**config.mk**
```make
export PLATFORM = sky130hd
export DESIGN_NAME = fb_port_arbiter
export DESIGN_NICKNAME = d
export VERILOG_FILES = /design/src/rtl/fb_pkg.sv /design/src/rtl/fb_wr_fifo.sv /design/src/rtl/fb_port_arbiter.sv
export SDC_FILE = /design/constraint.sdc
export NUM_CORES = 1
export LEC_CHECK = 0
export BUFFER_PORTS_ARGS = -buffer_cell sky130_fd_sc_hd__buf_2
export CAP_MARGIN = 20
export CORE_MARGIN = 2
export CORE_UTILIZATION = 25
export DETAILED_ROUTE_END_ITERATION = 6
export PLACE_DENSITY = 0.37
export SYNTH_ARGS = -nofsm -noshare
export SYNTH_HDL_FRONTEND = slang
export SYNTH_SLANG_ARGS = --single-unit
```
**constraint.sdc**
```tcl
create_clock -name clk25 -period 3.8 [get_ports clk25]
set_clock_uncertainty 0.05 [all_clocks]
set_input_delay 0.19 -clock clk25 [delete_from_list [all_inputs] [get_ports clk25]]
set_output_delay 0.19 -clock clk25 [all_outputs]
set_load 0.02 [all_outputs]
```
**src/rtl/fb_pkg.sv**
```systemverilog
`default_nettype none
// ============================================================================
// Module      : fb_pkg
// Description : Shared frame-buffer constants, write-FSM states and FIFO entry.
// Revision    : 1.0 - initial release
// ============================================================================
package fb_pkg;

    localparam int FB_ADDR_W = 17;
    localparam int FB_DATA_W = 16;
    localparam int FB_PIXELS = 76800;

    typedef enum logic [0:0] {
        WAIT_SOF = 1'b0,
        STREAM   = 1'b1
    } fb_state_t;

    typedef struct packed {
        logic                 sof;
        logic [FB_DATA_W-1:0] data;
    } fb_entry_t;

endpackage
`default_nettype wire

```
**src/rtl/fb_wr_fifo.sv**
```systemverilog
`default_nettype none
// ============================================================================
// Module      : fb_wr_fifo
// Description : Synchronous FIFO buffering camera pixels with their sof flag.
// Revision    : 1.0 - initial release
// ============================================================================
module fb_wr_fifo
    import fb_pkg::*;
#(
    parameter int DEPTH = 16,
    parameter int WIDTH = $bits(fb_entry_t)
) (
    input  logic                     clk25,
    input  logic                     rst_n,
    input  logic                     push,
    input  logic [WIDTH-1:0]         push_data,
    input  logic                     pop,
    output logic [WIDTH-1:0]         pop_data,
    output logic                     full,
    output logic                     empty,
    output logic [$clog2(DEPTH):0]   count
);

    localparam int c_ptr_w = $clog2(DEPTH);
    localparam int c_cnt_w = c_ptr_w + 1;

    logic [WIDTH-1:0]   r_mem [DEPTH];
    logic [c_ptr_w-1:0] r_wr_ptr;
    logic [c_ptr_w-1:0] r_rd_ptr;
    logic [c_cnt_w-1:0] r_count;
    logic               w_push_ok;
    logic               w_pop_ok;

    // A full FIFO refuses a push even when a pop frees a slot in the same cycle.
    assign w_push_ok = push && !full;
    assign w_pop_ok  = pop && !empty;

    always_ff @(posedge clk25 or negedge rst_n) begin
        if (!rst_n) begin
            r_wr_ptr <= '0;
            r_rd_ptr <= '0;
            r_count  <= '0;
        end else begin
            if (w_push_ok) r_wr_ptr <= r_wr_ptr + 1'b1;
            if (w_pop_ok)  r_rd_ptr <= r_rd_ptr + 1'b1;
            r_count <= r_count + c_cnt_w'(w_push_ok) - c_cnt_w'(w_pop_ok);
        end
    end

    always_ff @(posedge clk25) begin
        if (w_push_ok) r_mem[r_wr_ptr] <= push_data;
    end

    assign pop_data = r_mem[r_rd_ptr];
    assign full     = (r_count == c_cnt_w'(DEPTH));
    assign empty    = (r_count == '0);
    assign count    = r_count;

endmodule
`default_nettype wire

```
**src/rtl/fb_port_arbiter.sv**
```systemverilog
`default_nettype none
// ============================================================================
// Module      : fb_port_arbiter
// Description : Shares one frame-buffer BRAM port between VGA reads (priority)
//               and FIFO-buffered camera writes. FB_PORT_STATS_EN adds
//               stall_cnt / fifo_hwm statistics outputs.
// Revision    : 1.0 - initial release
// ============================================================================
module fb_port_arbiter
    import fb_pkg::*;
#(
    parameter int ADDR_W       = FB_ADDR_W,
    parameter int DATA_W       = FB_DATA_W,
    parameter int FIFO_DEPTH   = 16,
    parameter int FRAME_PIXELS = FB_PIXELS
) (
    input  logic                          clk25,
    input  logic                          rst_n,
`ifdef FB_PORT_STATS_EN
    output logic [15:0]                   stall_cnt,
    output logic [$clog2(FIFO_DEPTH):0]   fifo_hwm,
`endif
    input  logic                          rd_req,
    input  logic [ADDR_W-1:0]             rd_addr,
    output logic [DATA_W-1:0]             rd_data,
    output logic                          rd_valid,
    input  logic                          wr_valid,
    input  logic                          wr_sof,
    input  logic [DATA_W-1:0]             wr_data,
    output logic                          wr_ready,
    output logic                          frame_done,
    output logic                          mem_en,
    output logic                          mem_we,
    output logic [ADDR_W-1:0]             mem_addr,
    output logic [DATA_W-1:0]             mem_wdata,
    input  logic [DATA_W-1:0]             mem_rdata
);

    localparam int                c_cnt_w     = $clog2(FIFO_DEPTH) + 1;
    localparam logic [ADDR_W-1:0] c_last_addr = ADDR_W'(FRAME_PIXELS - 1);

    fb_state_t          r_state;
    fb_state_t          w_state_next;
    fb_entry_t          w_push_entry;
    fb_entry_t          w_pop_entry;
    logic               w_full;
    logic               w_empty;
    logic               w_accept;
    logic               w_push;
    logic               w_pop;
    logic [c_cnt_w-1:0] w_count;
    logic [c_cnt_w-1:0] w_count_next;
    logic [ADDR_W-1:0]  w_wr_addr;
    logic [ADDR_W-1:0]  r_waddr;

    logic               r_mem_en;
    logic               r_mem_we;
    logic [ADDR_W-1:0]  r_mem_addr;
    logic [DATA_W-1:0]  r_mem_wdata;
    logic [DATA_W-1:0]  r_rd_data;
    logic               r_rd_valid;
    logic               r_wr_ready;
    logic               r_frame_done;

    assign w_accept          = wr_valid && r_wr_ready;
    assign w_push_entry.sof  = wr_sof;
    assign w_push_entry.data = wr_data;
    assign w_pop             = !rd_req && !w_empty;
    assign w_count_next      = w_count + c_cnt_w'(w_push) - c_cnt_w'(w_pop);
    assign w_wr_addr         = w_pop_entry.sof ? '0 : r_waddr;

    fb_wr_fifo #(
        .DEPTH (FIFO_DEPTH)
    ) u_fifo (
        .clk25     (clk25),
        .rst_n     (rst_n),
        .push      (w_push),
        .push_data (w_push_entry),
        .pop       (w_pop),
        .pop_data  (w_pop_entry),
        .full      (w_full),
        .empty     (w_empty),
        .count     (w_count)
    );

    always_ff @(posedge clk25 or negedge rst_n) begin
        if (!rst_n) r_state <= WAIT_SOF;
        else        r_state <= w_state_next;
    end

    // Beats ahead of the first sof are handshaken but dropped.
    always_comb begin
        w_state_next = r_state;
        w_push       = 1'b0;
        case (r_state)
            WAIT_SOF: begin
                if (w_accept && wr_sof) begin
                    w_push       = !w_full;
                    w_state_next = STREAM;
                end
            end
            STREAM:   w_push = w_accept && !w_full;
            default:  w_state_next = WAIT_SOF;
        endcase
    end

    always_ff @(posedge clk25 or negedge rst_n) begin
        if (!rst_n) begin
            r_mem_en     <= 1'b0;
            r_mem_we     <= 1'b0;
            r_mem_addr   <= '0;
            r_mem_wdata  <= '0;
            r_rd_data    <= '0;
            r_rd_valid   <= 1'b0;
            r_wr_ready   <= 1'b0;
            r_frame_done <= 1'b0;
            r_waddr      <= '0;
        end else begin
            // Look ahead at next occupancy so wr_ready never admits a beat into a full FIFO.
            r_wr_ready   <= (w_count_next != c_cnt_w'(FIFO_DEPTH));
            r_frame_done <= 1'b0;
            r_rd_valid   <= r_mem_en && !r_mem_we;
            if (r_mem_en && !r_mem_we) r_rd_data <= mem_rdata;

            if (rd_req) begin
                r_mem_en   <= 1'b1;
                r_mem_we   <= 1'b0;
                r_mem_addr <= rd_addr;
            end else if (!w_empty) begin
                r_mem_en     <= 1'b1;
                r_mem_we     <= 1'b1;
                r_mem_addr   <= w_wr_addr;
                r_mem_wdata  <= w_pop_entry.data;
                r_waddr      <= (w_wr_addr == c_last_addr) ? '0 : w_wr_addr + 1'b1;
                r_frame_done <= (w_wr_addr == c_last_addr);
            end else begin
                r_mem_en <= 1'b0;
                r_mem_we <= 1'b0;
            end
        end
    end

    assign mem_en     = r_mem_en;
    assign mem_we     = r_mem_we;
    assign mem_addr   = r_mem_addr;
    assign mem_wdata  = r_mem_wdata;
    assign rd_data    = r_rd_data;
    assign rd_valid   = r_rd_valid;
    assign wr_ready   = r_wr_ready;
    assign frame_done = r_frame_done;

`ifdef FB_PORT_STATS_EN
    logic [15:0]        r_stall_cnt;
    logic [c_cnt_w-1:0] r_fifo_hwm;

    always_ff @(posedge clk25 or negedge rst_n) begin
        if (!rst_n) begin
            r_stall_cnt <= '0;
            r_fifo_hwm  <= '0;
        end else if (w_accept && wr_sof) begin
            r_stall_cnt <= '0;
            r_fifo_hwm  <= '0;
        end else begin
            if (wr_valid && !r_wr_ready && (r_stall_cnt != 16'hFFFF))
                r_stall_cnt <= r_stall_cnt + 16'd1;
            if (w_count > r_fifo_hwm)
                r_fifo_hwm <= w_count;
        end
    end

    assign stall_cnt = r_stall_cnt;
    assign fifo_hwm  = r_fifo_hwm;
`else
    // Statistics outputs are not built in this configuration.
`endif

endmodule
`default_nettype wire
```
==> qor.txt <==
CTS sink count -> 357
Count of pins over their slew limit -> 0
CTS Buffer Depth -> 3
Critical path endpoint -> r_waddr[5]
Clock power frac -> 31.4%
Reg-to-reg setup timing slack -> 0.48 ns
Worst reg2reg startpoint -> u_fifo.r_rd_ptr[0]
Nets -> 1081
Worst-path clk slew -> 0.06 ns
Bufs and invs on worst path -> 1
Fin crit share -> 87.2%
Remaining DRCs -> 0
Syn Nets -> 883
Grt ovf -> 0
Cell Area, Synth -> 14500 sq um
DR top layer -> met4
Max Fclk -> 0.302 GHz
# rows -> 88
IO Pins -> 108
Met1 WL -> 17400 um
Crit. path cell count -> 11
Final hold violations -> 0
Core Area -> 57500 sq um
Buffers added on ports -> 107
Vias -> 7828
Die area -> 59800 sq um
Netlist cell types -> 49
Placer congestion estimate -> 0.708
Cell Pwr Density -> 720 nW/um^2
Die X-Extent -> 244 um
Initial antenna violation count -> 0
Hold crit path type -> primary input to flop
Slew headroom -> 36.4%
Mapped Avg Cell Area -> 17.8 sq um
Antenna viol nets, final -> 0
Total GRT Usage -> 12.5%
Layout cells sized above 1 -> 29.0%
Register area share after synthesis -> 71.2%
Critical path's largest stage delay -> 0.58 ns
WL/cell -> 20.4 um
Synth area leaders -> edfxtp_1 57%, dfrtp_1 15%, mux4_2 12%
Critical-path cell list -> mux4_1, mux2i_1, mux2_2, and2_1, ha_1, nand2_1, nor4_1, buf_4, nand2_1, nand2_1, o211ai_1
Internal -> 8.88 mW
DP Wirelength -> 21200 um
Switching portion of total power -> 31.1%
CTS root buf -> clkbuf_16
Iteration-0 DRC Markers -> 459
Finish-stage setup viols -> 0
H-tree depth -> 2
Most frequent CP cell -> nand2_1
Sequential Power Share -> 39.8%
Maximum VDD drop -> 0.000339 V
CTS tree -> yes
Clock Latency Late Sink -> 0.57 ns
CP top delay family -> simple AND/OR/NAND/NOR gates
Final TNS setup -> 0 ns
Critical path launch point type -> flop
Max Cap Viol -> 0
Area added between synthesis and finish -> 24.0%
Switching power total -> 4.02 mW
Critical path peak fanout -> 12
Worst Path Required -> 4.19 ns
Largest net degree at the start of global routing -> 45
Slowest CP cell -> mux4_1
Worst-Margin Slew -> 0.949 ns
Post-synth top area cell -> edfxtp_1
WP data arrival -> 3.70 ns
Die Ht -> 244 um
R2r worst-path depth -> 11
Filler cells -> 5661
CP endpoint kind -> flop
Comb pwr share -> 28.9%
RSZ-0062 raised after global routing -> no
Post-Synthesis Cells -> 812
Status -> completed
# Post-CTS Setup Buffers -> 0
P_leak -> 6.43 nW
Drt pass-1 iters -> 4
Commonest non-fill, non-tap cell in the layout -> edfxtp_1
Area fraction of the dominant cell type after synthesis -> 56.5%
Worst R2R End -> r_waddr[5]
Detail Route met3 WL -> 1360 um
Commonest non-fill, non-tap cells in the layout -> 272 x edfxtp_1, 106 x buf_2, 94 x nand2_1
Vias in the first global route -> 8216
N_diodes -> 0
First-pass GRT wire length -> 54900 um
CTS buffer count -> 43
Power Total -> 12.9 mW
DR vias/cell -> 4.33
Starting density of the core -> 25.1%
Routed Wire Length -> 36900 um
Worst Setup SP -> u_fifo.r_rd_ptr[0]
FF+latch count, synth -> 357
Crit Path Category -> flop to flop
Met2 WL -> 17500 um
YS warnings -> 0
Fin crit period -> 3.32 ns
==> area by class of cell <==
class / count / area, sq um / area share, %
sequential: 357 / 10300 / 57.5
multi-input combinational: 392 / 3840 / 21.4
timing repair buffer: 193 / 1350 / 7.54
clock buffer: 60 / 1180 / 6.58
tap: 765 / 957 / 5.34
clock inverter: 19 / 203 / 1.13
inverter: 23 / 86.3 / 0.482
==> Yosys cell counts, drive strengths merged <==
master   number
and4          1
nand3        13
or3           3
xnor2        11
buf          26
a31o          2
or4           1
dfrtp        85
and2         30
nor3b         4
or2           1
nand4         6
o21ai        24
a41oi         1
a21o          2
or4b          1
mux2         17
edfxtp      272
ha           15
o211ai        3
o31ai         1
a22oi         4
a221o         2
o21bai        1
nand4bb       1
mux2i         5
a31oi        15
fa            2
nand2        94
inv          23
nor2b         1
and3          4
o22ai         3
xor2          2
clkbuf       14
mux4         84
nor3          4
a21oi        11
nor2         13
nor4          5
nor4b         1
nand2b        4
==> worst min path at each step <==
stage,from,end,slack [ns],cells after the start
after CTS,rd_req,mem_addr[10],0.1,4
after global placement,rst_n,rd_data[1],0.25,1
final,rd_req,mem_addr[10],0.13,4
after global routing,rd_req,mem_addr[8],0.13,4
after floorplan,rst_n,frame_done,-0.16,0
after detailed placement,rst_n,rd_data[2],0.25,1
==> worst min-delay path, delay by kind of cell <==
family / cells / cell delay [ns]
compound gates: 1 / 0.05
buf+inv: 2 / 0.37
simple gates: 1 / 0.09
==> power by group through the flow <==
stage	Combinational, mW	Sequential [mW]	Clock, mW
after floorplan	2.59	5.26	0
after global placement	3.82	5.21	0
after detailed placement	3.81	5.21	0
after CTS	3.87	5.14	4.20
after global routing	4.12	5.20	4.34
final	3.73	5.13	4.05
==> flip-flops by register name, indices dropped and copies added (netlist names), 4 cells and up <==
register and flops:
u_fifo.r_wr_ptr 4, mem_wdata 16, rd_data 16, mem_addr 17, r_waddr 17, u_fifo.r_rd_ptr 4
u_fifo.r_mem 272, u_fifo.count 5
==> through the flow <==
stage	util (%)	setup WS, ns	hold WS (ns)	cell area, sq um	std cells
after global routing	31.2	0.251	0.134	17900	1809
after CTS	31.2	0.482	0.0998	17900	1809
after detailed placement	27.9	0.498	0.248	16000	1678
after floorplan	-	0.704	-0.156	14500	812
after global placement	27.9	0.540	0.246	16000	1678
final	31.2	0.485	0.130	17900	1809
==> layer usage <==
| metal | up-vias | track usage [%] |
|---|---|---|
| met1 | 4070 | 16.8 |
| met2 | 147 | 20.7 |
| met5 | - | 0 |
| met4 | 0 | 3.39 |
| met3 | 47 | 2.33 |
| li1 | 3564 | - |
==> cell families after synthesis <==
group	count (synthesis)	share of synthesized area (%)
multiplexers	106	15.0
buffers and inverters	63	2.28
XOR/XNOR	13	0.788
AO/OA/AOI/OAI	69	2.93
AND/OR/NAND/NOR	187	6.23
flip-flops	357	71.2
adder cells (fa/ha/maj)	17	1.58
==> what timing repair did <==
item | in CTS | in global routing
endpoints found under the hold margin | 349 | 0
hold buffers | 52 | 0
gates resized for setup | 0 | 0
Power figures use the tool's default switching activity.
